--- src/rtl/csr_watchdog.sv ---
// CSR-mapped watchdog: 4-register window, prescaled down-counter, fire pulse and sticky level output.
// Latency: writes visible on csr_do next cycle; wdt_fire registered, rises (TIMEOUT+1)*PRESCALE edges after enable/kick.
// Backpressure: none; every csr_we cycle is one write, reads are combinational from csr_a.
module csr_watchdog #(
    parameter logic [4:0]  BASE            = 5'h10,
    parameter logic [23:0] PRESCALE        = 24'd8000000,
    parameter logic [7:0]  DEFAULT_TIMEOUT = 8'h05,
    parameter logic [7:0]  KICK_MAGIC      = 8'h6b
) (
    input  logic       clk,
    input  logic       rst,
    input  logic [4:0] csr_a,
    input  logic [7:0] csr_di,
    input  logic       csr_we,
    output logic [7:0] csr_do,
    output logic       wdt_fire,
    output logic       wdt_out
);

    logic        en;
    logic        lock;
    logic        oe;
    logic        fired;
    logic [7:0]  timeout;
    logic [7:0]  count;
    logic [23:0] presc;
    logic        fire_q;

    logic        in_win;
    logic        wr_ctrl;
    logic        wr_ctrl_ok;
    logic        wr_timeout;
    logic        kick;
    logic        tick;
    logic        expire;
    logic        en_n;
    logic        fired_clr;

    assign in_win     = (csr_a[4:2] == BASE[4:2]);
    assign wr_ctrl    = csr_we && in_win && (csr_a[1:0] == 2'd0);
    assign wr_ctrl_ok = wr_ctrl && !lock;
    assign wr_timeout = csr_we && in_win && (csr_a[1:0] == 2'd1) && !lock;
    assign kick       = csr_we && in_win && (csr_a[1:0] == 2'd2) && (csr_di == KICK_MAGIC) && en;
    assign fired_clr  = wr_ctrl && csr_di[7];
    assign en_n       = wr_ctrl_ok ? csr_di[0] : en;
    assign tick       = (presc == PRESCALE - 24'd1);
    // A kick or a same-edge disable both pre-empt an expiring tick.
    assign expire     = en && en_n && !kick && tick && (count == 8'd0);

    always_ff @(posedge clk) begin
        if (rst) begin
            en      <= 1'b0;
            lock    <= 1'b0;
            oe      <= 1'b0;
            fired   <= 1'b0;
            timeout <= DEFAULT_TIMEOUT;
            count   <= DEFAULT_TIMEOUT;
            presc   <= 24'd0;
            fire_q  <= 1'b0;
        end else begin
            en     <= en_n;
            fire_q <= expire;
            fired  <= expire || (fired && !fired_clr);
            if (wr_ctrl_ok) begin
                lock <= lock || csr_di[1];
                oe   <= csr_di[2];
            end
            if (wr_timeout) begin
                timeout <= csr_di;
            end

            if (!en_n) begin
                // Idle counter mirrors TIMEOUT, including a write on this same edge.
                count <= wr_timeout ? csr_di : timeout;
                presc <= 24'd0;
            end else if (!en || kick) begin
                count <= timeout;
                presc <= 24'd0;
            end else begin
                presc <= tick ? 24'd0 : presc + 24'd1;
                if (tick) begin
                    count <= (count == 8'd0) ? timeout : count - 8'd1;
                end
            end
        end
    end

    always_comb begin
        csr_do = 8'h00;
        if (in_win) begin
            case (csr_a[1:0])
                2'd0:    csr_do = {fired, 4'b0000, oe, lock, en};
                2'd1:    csr_do = timeout;
                2'd2:    csr_do = 8'h00;
                default: csr_do = count;
            endcase
        end
    end

    assign wdt_fire = fire_q;
    assign wdt_out  = fired && oe;

endmodule

--- config.mk ---
export PLATFORM = sky130hd
export DESIGN_NAME = csr_watchdog
export DESIGN_NICKNAME = d
export VERILOG_FILES = /design/src/rtl/csr_watchdog.sv
export SDC_FILE = /design/constraint.sdc
export NUM_CORES = 1
export LEC_CHECK = 0
export BUFFER_PORTS_ARGS = -buffer_cell sky130_fd_sc_hd__buf_2
export CORE_UTILIZATION = 58
export DETAILED_ROUTE_END_ITERATION = 8
export PLACE_DENSITY = 0.9
export SLEW_MARGIN = 20
export SYNTH_ARGS = -nofsm -noshare
export SYNTH_HDL_FRONTEND = slang
export SYNTH_SLANG_ARGS = --single-unit
--- constraint.sdc ---
create_clock -name clk -period 2.9 [get_ports clk]
set_input_delay 0.435 -clock clk [delete_from_list [all_inputs] [get_ports clk]]
set_output_delay 0.435 -clock clk [all_outputs]
set_load 0.01 [all_outputs]
# Word level (Yosys, flattened, before mapping)
# Index checks and enable logic that the tools add are counted.
[totals]
ff_bits = 45
input_bits = 16
elab_cells = 50
[op_classes]
add_sub_neg = 2
eq_ne = 6
muxes = 8
n_bitwise = 1
reduce_logical = 25
[ops]
columns = ["op", "count"]
rows = [
  ["two-way mux 8 bit", 6],
  ["adder 24 x 1 -> 24 bit (second input constant)", 1],
  ["== test 24 x 23 -> 1 bit (second input constant)", 1],
  ["case mux 8 bit (3 select lines)", 1],
  ["logical AND 1 bit", 15],
  ["== test 8 x 7 -> 1 bit (second input constant)", 1],
  ["zero test 8 bit", 1],
  ["subtractor 8 x 1 -> 8 bit (second input constant)", 1],
  ["zero test 1 bit", 4],
  ["OR reduction 4 bit", 1],
  ["== test 3 bit (second input constant)", 1],
  ["logical OR 1 bit", 3],
  ["!= test 3 x 2 -> 1 bit (second input constant)", 1],
  ["== test 2 x 1 -> 1 bit (second input constant)", 1],
  ["== test 2 bit (second input constant)", 1],
  ["zero test 2 bit", 1],
  ["two-way mux 1 bit", 1],
  ["NOT 1 bit", 1],
]

# Logic depth before layout (Yosys ltp)
# Gate-level depths: netlist (run 1).
[depth]
ltp_word = 10
depth_mapped = 8

# Worst setup path before layout (run 1)
# No wires, ideal clock.
[synth_timing]
path_type = "input -> register"
start = "input csr_a[3]"
end = "register count[0]"
setup_ps = 122
t_arrival_ps = 2140
required_time_ps = 2778
slack_ps = 638
stages = 5
path_cell_list = "or4b_1 buf_2 o41ai_4 nor3b_2 o32a_1"
[synth_via]
elab_chain_cells = 8
word_cells_on_any_way = 15
classes_between = "2 x eq/ne; 4 x mux; 9 x reduce/logical"
[synth_rtl]
columns = ["item", "line_no", "source"]
rows = [
  ["start: declaration", "12", "input logic [4:0] csr_a,"],
  ["== test 3 bit (*)", "39", "assign in_win = (csr_a[4:2] == BASE[4:2]);"],
  ["logical AND 1 bit (*)", "40, 42, 43", ""],
  ["logical AND 1 bit (3 in a row)", "43", "assign kick = csr_we && in_win && (csr_a[1:0] == 2'd2) && (csr_di == KICK_MAGIC) && en;"],
  ["logical OR 1 bit", "76", "end else if (!en || kick) begin"],
  ["two-way mux 8 bit", "76", ""],
  ["two-way mux 8 bit", "72", "if (!en_n) begin"],
  ["end signal: assignment", "74", "count <= wr_timeout ? csr_di : timeout;"],
  ["end signal: assignment", "77", "count <= timeout;"],
  ["end signal: assignment", "82", "count <= (count == 8'd0) ? timeout : count - 8'd1;"],
  ["end: declaration", "25", "logic [7:0] count;"],
]
# Mark *: on every way between the ends. The rest lies on a longest branch, timed or not.
# A chain may end at the register's enable or synchronous reset.

# Worst setup path in the final report (run 1)
[layout_timing]
start = "input csr_a[0]"
end = "register count[0]"
[layout_via]
elab_chain_cells = 7
word_cells_on_any_way = 16
classes_between = "3 x eq/ne; 4 x mux; 9 x reduce/logical"
[layout_rtl]
columns = ["item", "line_no"]
rows = [
  ["== test 2 bit", "43"],
  ["logical AND 1 bit (3 in a row)", "43"],
  ["logical OR 1 bit", "76"],
  ["two-way mux 8 bit", "76"],
  ["two-way mux 8 bit", "72"],
]
# Several ways; a longest one is shown, not always the timed one.

==> key figures, run 1 <==
Timing
  • Setup Total Neg Slack: 0 ps
  • RSZ-0062 raised after global routing: no
  • Setup violations, final: 0
  • Worst rel slew slack: 0.6013
  • Slew @ Worst Pin: 592.6 ps
  • Pins Over Slew Limit: 0
  • Slack of the critical path: 594.9 ps
  • Fmax: 0.4338 GHz
  • WHS: 391.9 ps
  • Final Hold Viols: 0
  • Final period util: 0.7949
  • Tmin final: 2305 ps
  • Clock Skew: 9.320 ps

Die
  • Number of cell rows: 23
  • Die Height: 67.46 um
  • Die area: 4550 um2
  • Initial Util: 0.6124
  • Die W: 67.46 um
  • # IOs: 26
  • Core ar.: 4058 um2

Critical path
  • Critical Path AT: 2510 ps
  • Critical path peak fanout: 14
  • CP required: 3100 ps
  • Startpoint types: input pin
  • RR Startpoint: presc[12]
  • CP endpoint kind: flip-flop
  • Crit path launch: csr_a[0]
  • Crit path kind: in -> reg
  • Crit-path cells: buf_2, or4b_1, o21ai_0, and2_1, nor3b_2, o32a_1
  • Slowest CP cell: or4b_1
  • Worst stage delay on the critical path: 650 ps

Power and ir drop
  • Pwr per Cell Area: 427.0 nW/um2
  • VDD IR max: 0.2500 mV
  • Power Total: 1.165 mW
  • P_leak: 0.9784 nW
  • Internal power: 896.3 uW
  • Flop pwr share: 0.537
  • Comb power frac: 0.056
  • Switching Fraction: 0.2305
  • Clock Power Share: 0.408
  • Sw Pwr: 268.4 uW

Layout
  • Final core occ: 0.6722
  • Layout Cells excl Fill: 366
  • Fin nets: 335
  • # diodes: 0
  • Post-route design area: 2728 um2
  • Area growth, synth to finish: 9.769%
  • Layout cells sized above 1: 0.1329

Routing
  • DR pass1 iterations: 6
  • DR vias: 2303
  • WL final: 5992 um
  • First DRT Iteration DRCs: 198
  • DRC violations left: 0
  • Via/cell ratio: 6.292
  • Detailed-route wire length per cell: 16.37 um
  • Post-route ant nets: 0

Clock tree
  • Maximum clock insertion buffer count: 2
  • CTS Hold Bufs: 0
  • Post-CTS Setup Bufs: 0
  • Total CTS buffers: 5
  • CTS sink count: 45
  • CTS tree: done
  • Clock root buffer: clkbuf_8
  • # H-tree levels: 2
  • Clk Latency, worst-skew pair: 310 ps
  • Clock Pin Slew Worst Setup and Hold Paths: 90 ps
  • Post-CTS sizing: 0

Yosys
  • Avg Cell Area, Syn: 8.423 um2
  • Flops & latches, synth: 45
  • Sequential area share after synthesis: 0.3625
  • Syn Nets: 314
  • Synth Cell Area: 2485 um2
  • EDFF count, synth: 0
  • Mapped Cells: 295
  • Yosys warns: 0
  • Top FF cell, synth: dfxtp_1
  • Share of async-settable or async-resettable flops after synthesis: 0
  • Post-synth cell types: 52

Place
  • RD Place Congestion: 0.9322
  • Placed cells: 359
  • Buffers on Ports: 25
  • Dpl hpwl: 4063 um
  • Post-Place Setup Slack: 366.2 ps
  • Placed inst area: 2624 um2

GRT
  • Largest net degree at the start of global routing: 27
  • Vias in the first global route: 2157
  • Global-route wire length before repair: 9763 um
  • Gr usage total: 0.2868
  • Gr ovfl total: 0
  • Initial antenna violation count: 0

Worst hold path
  • Hold_sp: csr_di[5]
  • HP Class: in -> reg

Outcome
  • Status: finished, final reports clean

Job
  • MaxCap Viol Count: 0
-- power by group through the flow --
stage | Clock [mW] | Combinational, mW | Sequential [mW]
after floorplan | 0 | 0.0397 | 0.637
after global placement | 0 | 0.0605 | 0.639
after detailed placement | 0 | 0.0614 | 0.639
after CTS | 0.473 | 0.0626 | 0.625
after global routing | 0.497 | 0.0695 | 0.625
final | 0.475 | 0.0650 | 0.625
-- synth_stat cells (all sizes together), types with 2 or more instances --
cell     n  area, um2
a21o     6      45.04
and4     3      28.78
mux2i   15      150.1
and2     4      25.02
o21a     3      22.52
clkbuf   6      22.52
o32a     2      20.02
dfxtp   45      900.9
a21oi    5      25.02
nor3b    4      35.03
and3     5      31.28
nor3    11      60.06
nand4    7      43.79
or3      3      18.77
inv     11      41.29
o211ai   3      22.52
or4      3      22.52
ha       3      37.54
nor2    50      187.7
a211oi   5      37.54
o31ai    3      22.52
a31oi    6      37.54
nand2   13      51.30
xnor2   16      140.1
xor2     8      70.07
nand3   15      75.07
or4bb    2      22.52
buf      8      48.79
nor4     7      43.79
nor4b    2      17.52
o21ai    7      35.03
-- sequential cells by signal, indices dropped and copies added, names as in the netlist --
name      count
count         8
en            1
fired         1
oe            1
wdt_fire      1
lock          1
presc        24
timeout       8
-- cells in the final DEF, fill, tap and decap left out, types with 3 or more instances in the layout --
cell type  count
nor2_1        50
dfxtp_1       45
buf_2         25
xnor2_1       16
mux2i_1       15
nand3_1       15
nand2_1       12
inv_1         11
nor3_1        10
xor2_1         8
nand4_1        7
nor4_1         7
a31oi_1        6
o21ai_0        6
a21o_1         6
and3_1         5
a21oi_1        5
a211oi_1       5
clkbuf_8       5
and2_1         4
or4_1          3
nor3b_1        3
o211ai_1       3
o31ai_1        3
or3_1          3
o21a_1         3
ha_1           3
buf_4          3
-- kinds of logic (layout without fill, tap and decap cells) --
logic type | Yosys count | count (layout) | share of synthesized area
flops | 45 | 45 | 0.3625
simple gates | 135 | 135 | 0.2875
buf+inv | 25 | 46 | 0.04531
mux | 15 | 15 | 0.06042
compound gates | 48 | 48 | 0.1445
fa+ha+maj | 3 | 3 | 0.01511
xor+xnor | 24 | 24 | 0.08459
-- routing by layer --
layer  track usage  vias to the layer above  share of wire
met4        0.1277                        0          0.023
met5             0                        -              0
met3       0.06081                       22          0.070
li1              -                     1102              -
met1        0.3758                     1069           0.44
met2        0.4500                      110           0.47
-- final cells by class --
class	count	area, um2
Inverter	11	41.29
Tap cell	50	62.56
Fill cell	326	1330
Multi-Input combinational cell	225	1471
Timing Repair Buffer	28	147.6
Clock buffer	5	68.82
Sequential cell	45	900.9
Clock inverter	2	35.03
-- worst paths after layout --
| kind | endpoint | slack [ps] | cells past startpoint |
|---|---|---|---|
| setup / recovery | count[0] | 590 | 6 |
| hold / removal | timeout[5] | 390 | 3 |
| hold reg to reg | presc[0] | 460 | 1 |
| setup reg to reg | count[0] | 640 | 5 |
-- critical path, delay by kind of cell --
| family | cells | cell delay [ps] |
|---|---|---|
| AOI/OAI and AO/OA | 2 | 660 |
| and+or+nand+nor | 3 | 1210 |
| buffers and inverters | 1 | 190 |
No activity file was read; power rests on OpenSTA's default activity.
==> inputs of run 2 (changes only) <==
--- a/config.mk
+++ b/config.mk
@@ -6,9 +6,9 @@
 export NUM_CORES = 1
 export LEC_CHECK = 0
 export BUFFER_PORTS_ARGS = -buffer_cell sky130_fd_sc_hd__buf_2
-export CORE_UTILIZATION = 58
+export CORE_UTILIZATION = 53
 export DETAILED_ROUTE_END_ITERATION = 8
-export PLACE_DENSITY = 0.9
+export PLACE_DENSITY = 0.87
 export SLEW_MARGIN = 20
 export SYNTH_ARGS = -nofsm -noshare
 export SYNTH_HDL_FRONTEND = slang
==> constraint.sdc (replaced) <==
create_clock -name clk -period 2.05 [get_ports clk]
set_input_delay 0.3075 -clock clk [delete_from_list [all_inputs] [get_ports clk]]
set_output_delay 0.3075 -clock clk [all_outputs]
set_load 0.01 [all_outputs]
==> run 2 against run 1 <==
Compared with the run above:
- the flow now finishes with violations (design-rule violations)
- non-clock buffer count grew 32
- clock power increased by 49%
- critical path depth stayed put
- combinational power increased by 83%
- setup slack got worse by 500 ps
- clock skew down 0.80 ps
- routed wire length rose by 0.95%
- die area is 9.1% higher
- sequential share of layout area fell by 3.1 points
- largest cell class unchanged
- largest power group unchanged
==> key figures, run 2 (same netlist as run 1, synthesis figures left out) <==
Critical path
  • Critical Path AT: 2140 ps
  • Worst stage delay on the critical path: 530 ps
  • Crit path to: count[1]
  • Slowest CP cell: or4_1
  • Crit-path cells: or4_1, nor2_2, nand3_2, buf_4, o311ai_0, a221oi_1
  • Crit path launch: presc[18]
  • Worst R2R End: count[1]
  • CP endpoint kind: flip-flop
  • Cells on worst reg2reg path: 6
  • Critical path peak fanout: 3
  • Startpoint types: flip-flop
  • RR Startpoint: presc[18]
  • R2R setup slack: 90 ps
  • Crit path kind: reg -> reg
  • CP required: 2240 ps

Routing
  • WL final: 6049 um
  • Detailed-route wire length per cell: 15.08 um
  • Via/cell ratio: 6.027
  • DR vias: 2417
  • Post-route ant nets: 0
  • DR pass1 iterations: 7
  • First DRT Iteration DRCs: 225
  • DRC violations left: 4

Timing
  • Fmax: 0.5105 GHz
  • Tmin final: 1959 ps
  • Clock Skew: 8.524 ps
  • Final period util: 0.9556
  • Pins Over Slew Limit: 0
  • Worst rel slew slack: 0.6719
  • RSZ-0062 raised after global routing: no
  • Setup Total Neg Slack: 0 ps
  • Final Hold Viols: 0
  • Slew @ Worst Pin: 487.7 ps
  • WHS: 228.3 ps
  • Setup violations, final: 0

GRT
  • Initial antenna violation count: 0
  • Largest net degree at the start of global routing: 24
  • Vias in the first global route: 2199
  • Gr usage total: 0.2540
  • Gr ovfl total: 0
  • Global-route wire length before repair: 10030 um

Layout
  • Largest register by flop count: presc
  • Post-route design area: 3013 um2
  • # diodes: 0
  • Commonest non-fill, non-tap cell in the layout: nor2_1
  • Final core occ: 0.6779
  • Fillcell total: 346
  • Layout cells sized above 1: 0.2292
  • Area growth, synth to finish: 21.25%
  • Commonest non-fill, non-tap cells in the layout: nor2_1, dfxtp_1, buf_4
  • Fin nets: 367
  • Largest registers: presc (24), count (8), timeout (8)
  • Largest register FFs: 24

Clock tree
  • Post-CTS sizing: 1
  • CTS tree: done
  • CTS sink count: 45
  • Clock Pin Slew Worst Setup and Hold Paths: 100 ps
  • Clock root buffer: clkbuf_8
  • CTS Hold Bufs: 0
  • Maximum clock insertion buffer count: 2
  • # H-tree levels: 2
  • Clk Latency, worst-skew pair: 310 ps
  • Total CTS buffers: 5
  • Post-CTS Setup Bufs: 0

Power and ir drop
  • Sw Pwr: 405.9 uW
  • Clock Power Share: 0.414
  • Pwr per Cell Area: 568.3 nW/um2
  • VDD IR max: 0.3625 mV
  • Power Total: 1.712 mW
  • Comb power frac: 0.069
  • Flop pwr share: 0.516
  • P_leak: 1.145 nW
  • Internal power: 1.306 mW
  • Switching Fraction: 0.2371

Worst hold path
  • HP Class: in -> reg
  • Hold Path Stages: 2

Die
  • # IOs: 26
  • Initial Util: 0.5591
  • Core ar.: 4444 um2
  • Die Height: 70.47 um
  • Die W: 70.47 um
  • Die area: 4966 um2
  • Number of cell rows: 24

Outcome
  • Status: complete, but fails checks
  • Failing checks: design-rule violations

Place
  • RD Place Congestion: 0.8914
  • Buffers on Ports: 25
  • Dpl hpwl: 4527 um
  • Placed inst area: 2879 um2

Job
  • MaxCap Viol Count: 0
## run 2: power groups by stage
stage | sequential (mW) | clock (mW) | combinational, mW
6_report | 0.884 | 0.709 | 0.119
5_1_grt | 0.885 | 0.758 | 0.128
4_1_cts | 0.883 | 0.715 | 0.116
3_5_place_dp | 0.904 | 0 | 0.115
3_3_place_gp | 0.904 | 0 | 0.112
2_1_floorplan | 0.901 | 0 | 0.0562
## run 2: final cells by class
| type | instances | area [um2] | area share |
|---|---|---|---|
| Sequential cell | 45 | 902.1 | 0.2994 |
| Timing Repair Buffer | 60 | 400.4 | 0.1329 |
| Inverter | 11 | 41.29 | 0.01370 |
| Tap cell | 52 | 65.06 | 0.02159 |
| Clock inverter | 3 | 47.55 | 0.01578 |
| Multi-Input combinational cell | 225 | 1488 | 0.4938 |
| Clock buffer | 5 | 68.82 | 0.02284 |
## run 2: worst min path at each step
stage               startpoint         end  slack (ps)
floorplan             presc[0]    presc[0]         410
global placement      presc[0]    presc[0]         430
detailed placement    presc[0]    presc[0]         430
CTS                        rst  timeout[7]         220
global route               rst  timeout[7]         240
finish                     rst  timeout[7]         230
## run 2: critical path, delay by kind of cell (launching register included)
family          cells  cell delay, ps
buf+inv             1             190
flops               1             340
compound gates      2             450
simple gates        3             850
## run 2: metrics by stage
stage | std cells | worst slack, ps
6_report | 401 | 91.09
5_1_grt | 401 | 14.89
4_1_cts | 401 | 53.02
3_5_place_dp | 393 | -227.6
3_3_place_gp | 393 | -124.6
2_1_floorplan | 295 | 30.64
## run 2: metal layers
layer	routed length (um)	part of all wire	track usage	vias up
met5	0	0	0	-
met4	133	0.022	0.09070	0
met3	500	0.083	0.05339	20
met2	2685	0.44	0.4024	106
met1	2730	0.45	0.3405	1113
li1	-	-	-	1178
==> inputs of run 3 (changes only) <==
--- a/config.mk
+++ b/config.mk
@@ -6,9 +6,12 @@
 export NUM_CORES = 1
 export LEC_CHECK = 0
 export BUFFER_PORTS_ARGS = -buffer_cell sky130_fd_sc_hd__buf_2
-export CORE_UTILIZATION = 53
+export CELL_PAD_IN_SITES_DETAIL_PLACEMENT = 2
+export CELL_PAD_IN_SITES_GLOBAL_PLACEMENT = 2
+export CORE_UTILIZATION = 32
 export DETAILED_ROUTE_END_ITERATION = 8
-export PLACE_DENSITY = 0.87
+export HOLD_SLACK_MARGIN = 0.06
+export PLACE_DENSITY = 0.86
 export SLEW_MARGIN = 20
 export SYNTH_ARGS = -nofsm -noshare
 export SYNTH_HDL_FRONTEND = slang
==> run 3 against run 2 <==
Compared with the run above:
- the run now ends clean
- largest power group unchanged
- critical path type is now in -> reg
- cell area rose by 6.4%
- sequential power about the same
- critical endpoint is now presc[10]
- first-iteration DRC count is 17% lower
==> key figures, run 3 (same netlist as run 1, synthesis figures left out) <==
Critical path
  • CP endpoint kind: flip-flop
  • Cells on worst reg2reg path: 5
  • Critical path peak fanout: 23
  • Slowest CP cell: or4b_4
  • Delay-heaviest family, CP: simple AND/OR/NAND/NOR gates
  • CP required: 2230 ps
  • Most used cell, CP: buf_4
  • Worst path bufs/invs: 5
  • Startpoint types: input pin
  • Crit path kind: in -> reg
  • Worst stage delay on the critical path: 550 ps
  • Crit path depth: 10
  • Critical Path AT: 2220 ps
  • R2R setup slack: 50 ps
  • Crit-path cells: buf_2, or4b_4, buf_4, o41ai_4, buf_4, buf_6, nor3_2, nand2_2, buf_12, nor2_1

GRT
  • Vias in the first global route: 2887
  • Gr ovfl total: 0
  • Initial antenna violation count: 0
  • Gr usage total: 0.2569
  • Global-route wire length before repair: 16220 um
  • Largest net degree at the start of global routing: 24

Clock tree
  • CTS tree: done
  • # H-tree levels: 2
  • Maximum clock insertion buffer count: 2
  • Clock Pin Slew Worst Setup and Hold Paths: 100 ps
  • Clock root buffer: clkbuf_8
  • Total CTS buffers: 5
  • Clk Latency, worst-skew pair: 320 ps
  • CTS sink count: 45

Power and ir drop
  • VDD IR max: 0.2042 mV
  • Pwr per Cell Area: 503.4 nW/um2
  • Power Total: 1.614 mW
  • P_leak: 1.193 nW

Layout
  • Area growth, synth to finish: 29.05%
  • Largest registers: presc (24), count (8), timeout (8)
  • Layout Cells excl Fill: 458
  • Largest register by flop count: presc
  • Fin nets: 378
  • Largest register FFs: 24
  • Layout cells sized above 1: 0.2869
  • Final core occ: 0.4351
  • # diodes: 0
  • Commonest non-fill, non-tap cells in the layout: nor2_1, dfxtp_1, buf_4
  • Commonest non-fill, non-tap cell in the layout: nor2_1

Place
  • Post-Place Setup Slack: -247.5 ps
  • Dpl hpwl: 7014 um
  • Buffers on Ports: 25
  • Placed cells: 449
  • RD Place Congestion: 0.8560

Timing
  • Clock Skew: 10.07 ps
  • Fmax: 0.4919 GHz
  • Final Hold Viols: 0
  • Tmin final: 2033 ps
  • Slack of the critical path: 17.04 ps
  • Setup violations, final: 0
  • Final period util: 0.9917
  • Worst rel slew slack: 0.6995
  • Slew @ Worst Pin: 449.5 ps
  • Setup Total Neg Slack: 0 ps
  • Pins Over Slew Limit: 0

Die
  • Die W: 90.12 um
  • Die area: 8122 um2
  • Initial Util: 0.3372
  • Die Height: 90.12 um
  • # IOs: 26
  • Core ar.: 7370 um2
  • Number of cell rows: 31

Routing
  • DR pass1 iterations: 4
  • First DRT Iteration DRCs: 187
  • DRC violations left: 0
  • DR vias: 2617
  • Post-route ant nets: 0
  • Via/cell ratio: 5.714
  • WL final: 10490 um
  • Detailed-route wire length per cell: 22.90 um

Worst hold path
  • Hold Path Stages: 2
  • HP Class: in -> reg

Outcome
  • Status: finished, final reports clean

Job
  • MaxCap Viol Count: 0
[run 3: final timing paths]
kind,from,end
hold reg to reg,presc[0],presc[0]
setup reg to reg,count[3],count[7]
hold / removal,rst,oe
setup / recovery,csr_a[3],presc[10]
[run 3: where the power goes]
group	switching [mW]	total (mW)	internal (mW)
clock	0.356	0.592	0.236
combinational	0.0759	0.138	0.0616
sequential	0.00694	0.885	0.878
total	0.439	1.61	1.18
[run 3: worst register-to-register path, cell delays in order, from the launching register on]
cell and delay, ps:
dfxtp_1 400, or4_1 590, nor3_1 400, nor4b_4 100, a211oi_2 250, o32ai_1 130
[run 3: through the flow]
step | cell area [um2] | hold slack [ps]
6_report | 3207 | 270.8
2_1_floorplan | 2485 | 411.8
3_5_place_dp | 3005 | 438.7
3_3_place_gp | 3005 | 429.9
4_1_cts | 3105 | 268.6
5_1_grt | 3207 | 268.3
[run 3: metal layers]
metal  GRT usage  vias up  wire length (um)
met5           0        -                 0
met4      0.1089        0               435
met3     0.03469       37               347
met2      0.4555       70              5377
met1      0.3091     1325              4328
li1            -     1185                 -
[run 3: final cells by class]
class / instances / area [um2]
Clock buffer: 5 / 68.82
Multi-Input combinational cell: 225 / 1572
Fill cell: 814 / 4163
Sequential cell: 45 / 900.9
Tap cell: 99 / 123.9
Clock inverter: 2 / 16.27
Inverter: 11 / 41.29
Timing Repair Buffer: 71 / 484.2
[run 3: what timing repair did]
action	in CTS	in global routing
setup endpoints to repair	8	11
hold buffers	0	0
gates cloned	0	1
pin swaps	0	2
hold endpoints to repair	0	0
buffers inserted	0	1
gates resized for setup	6	21
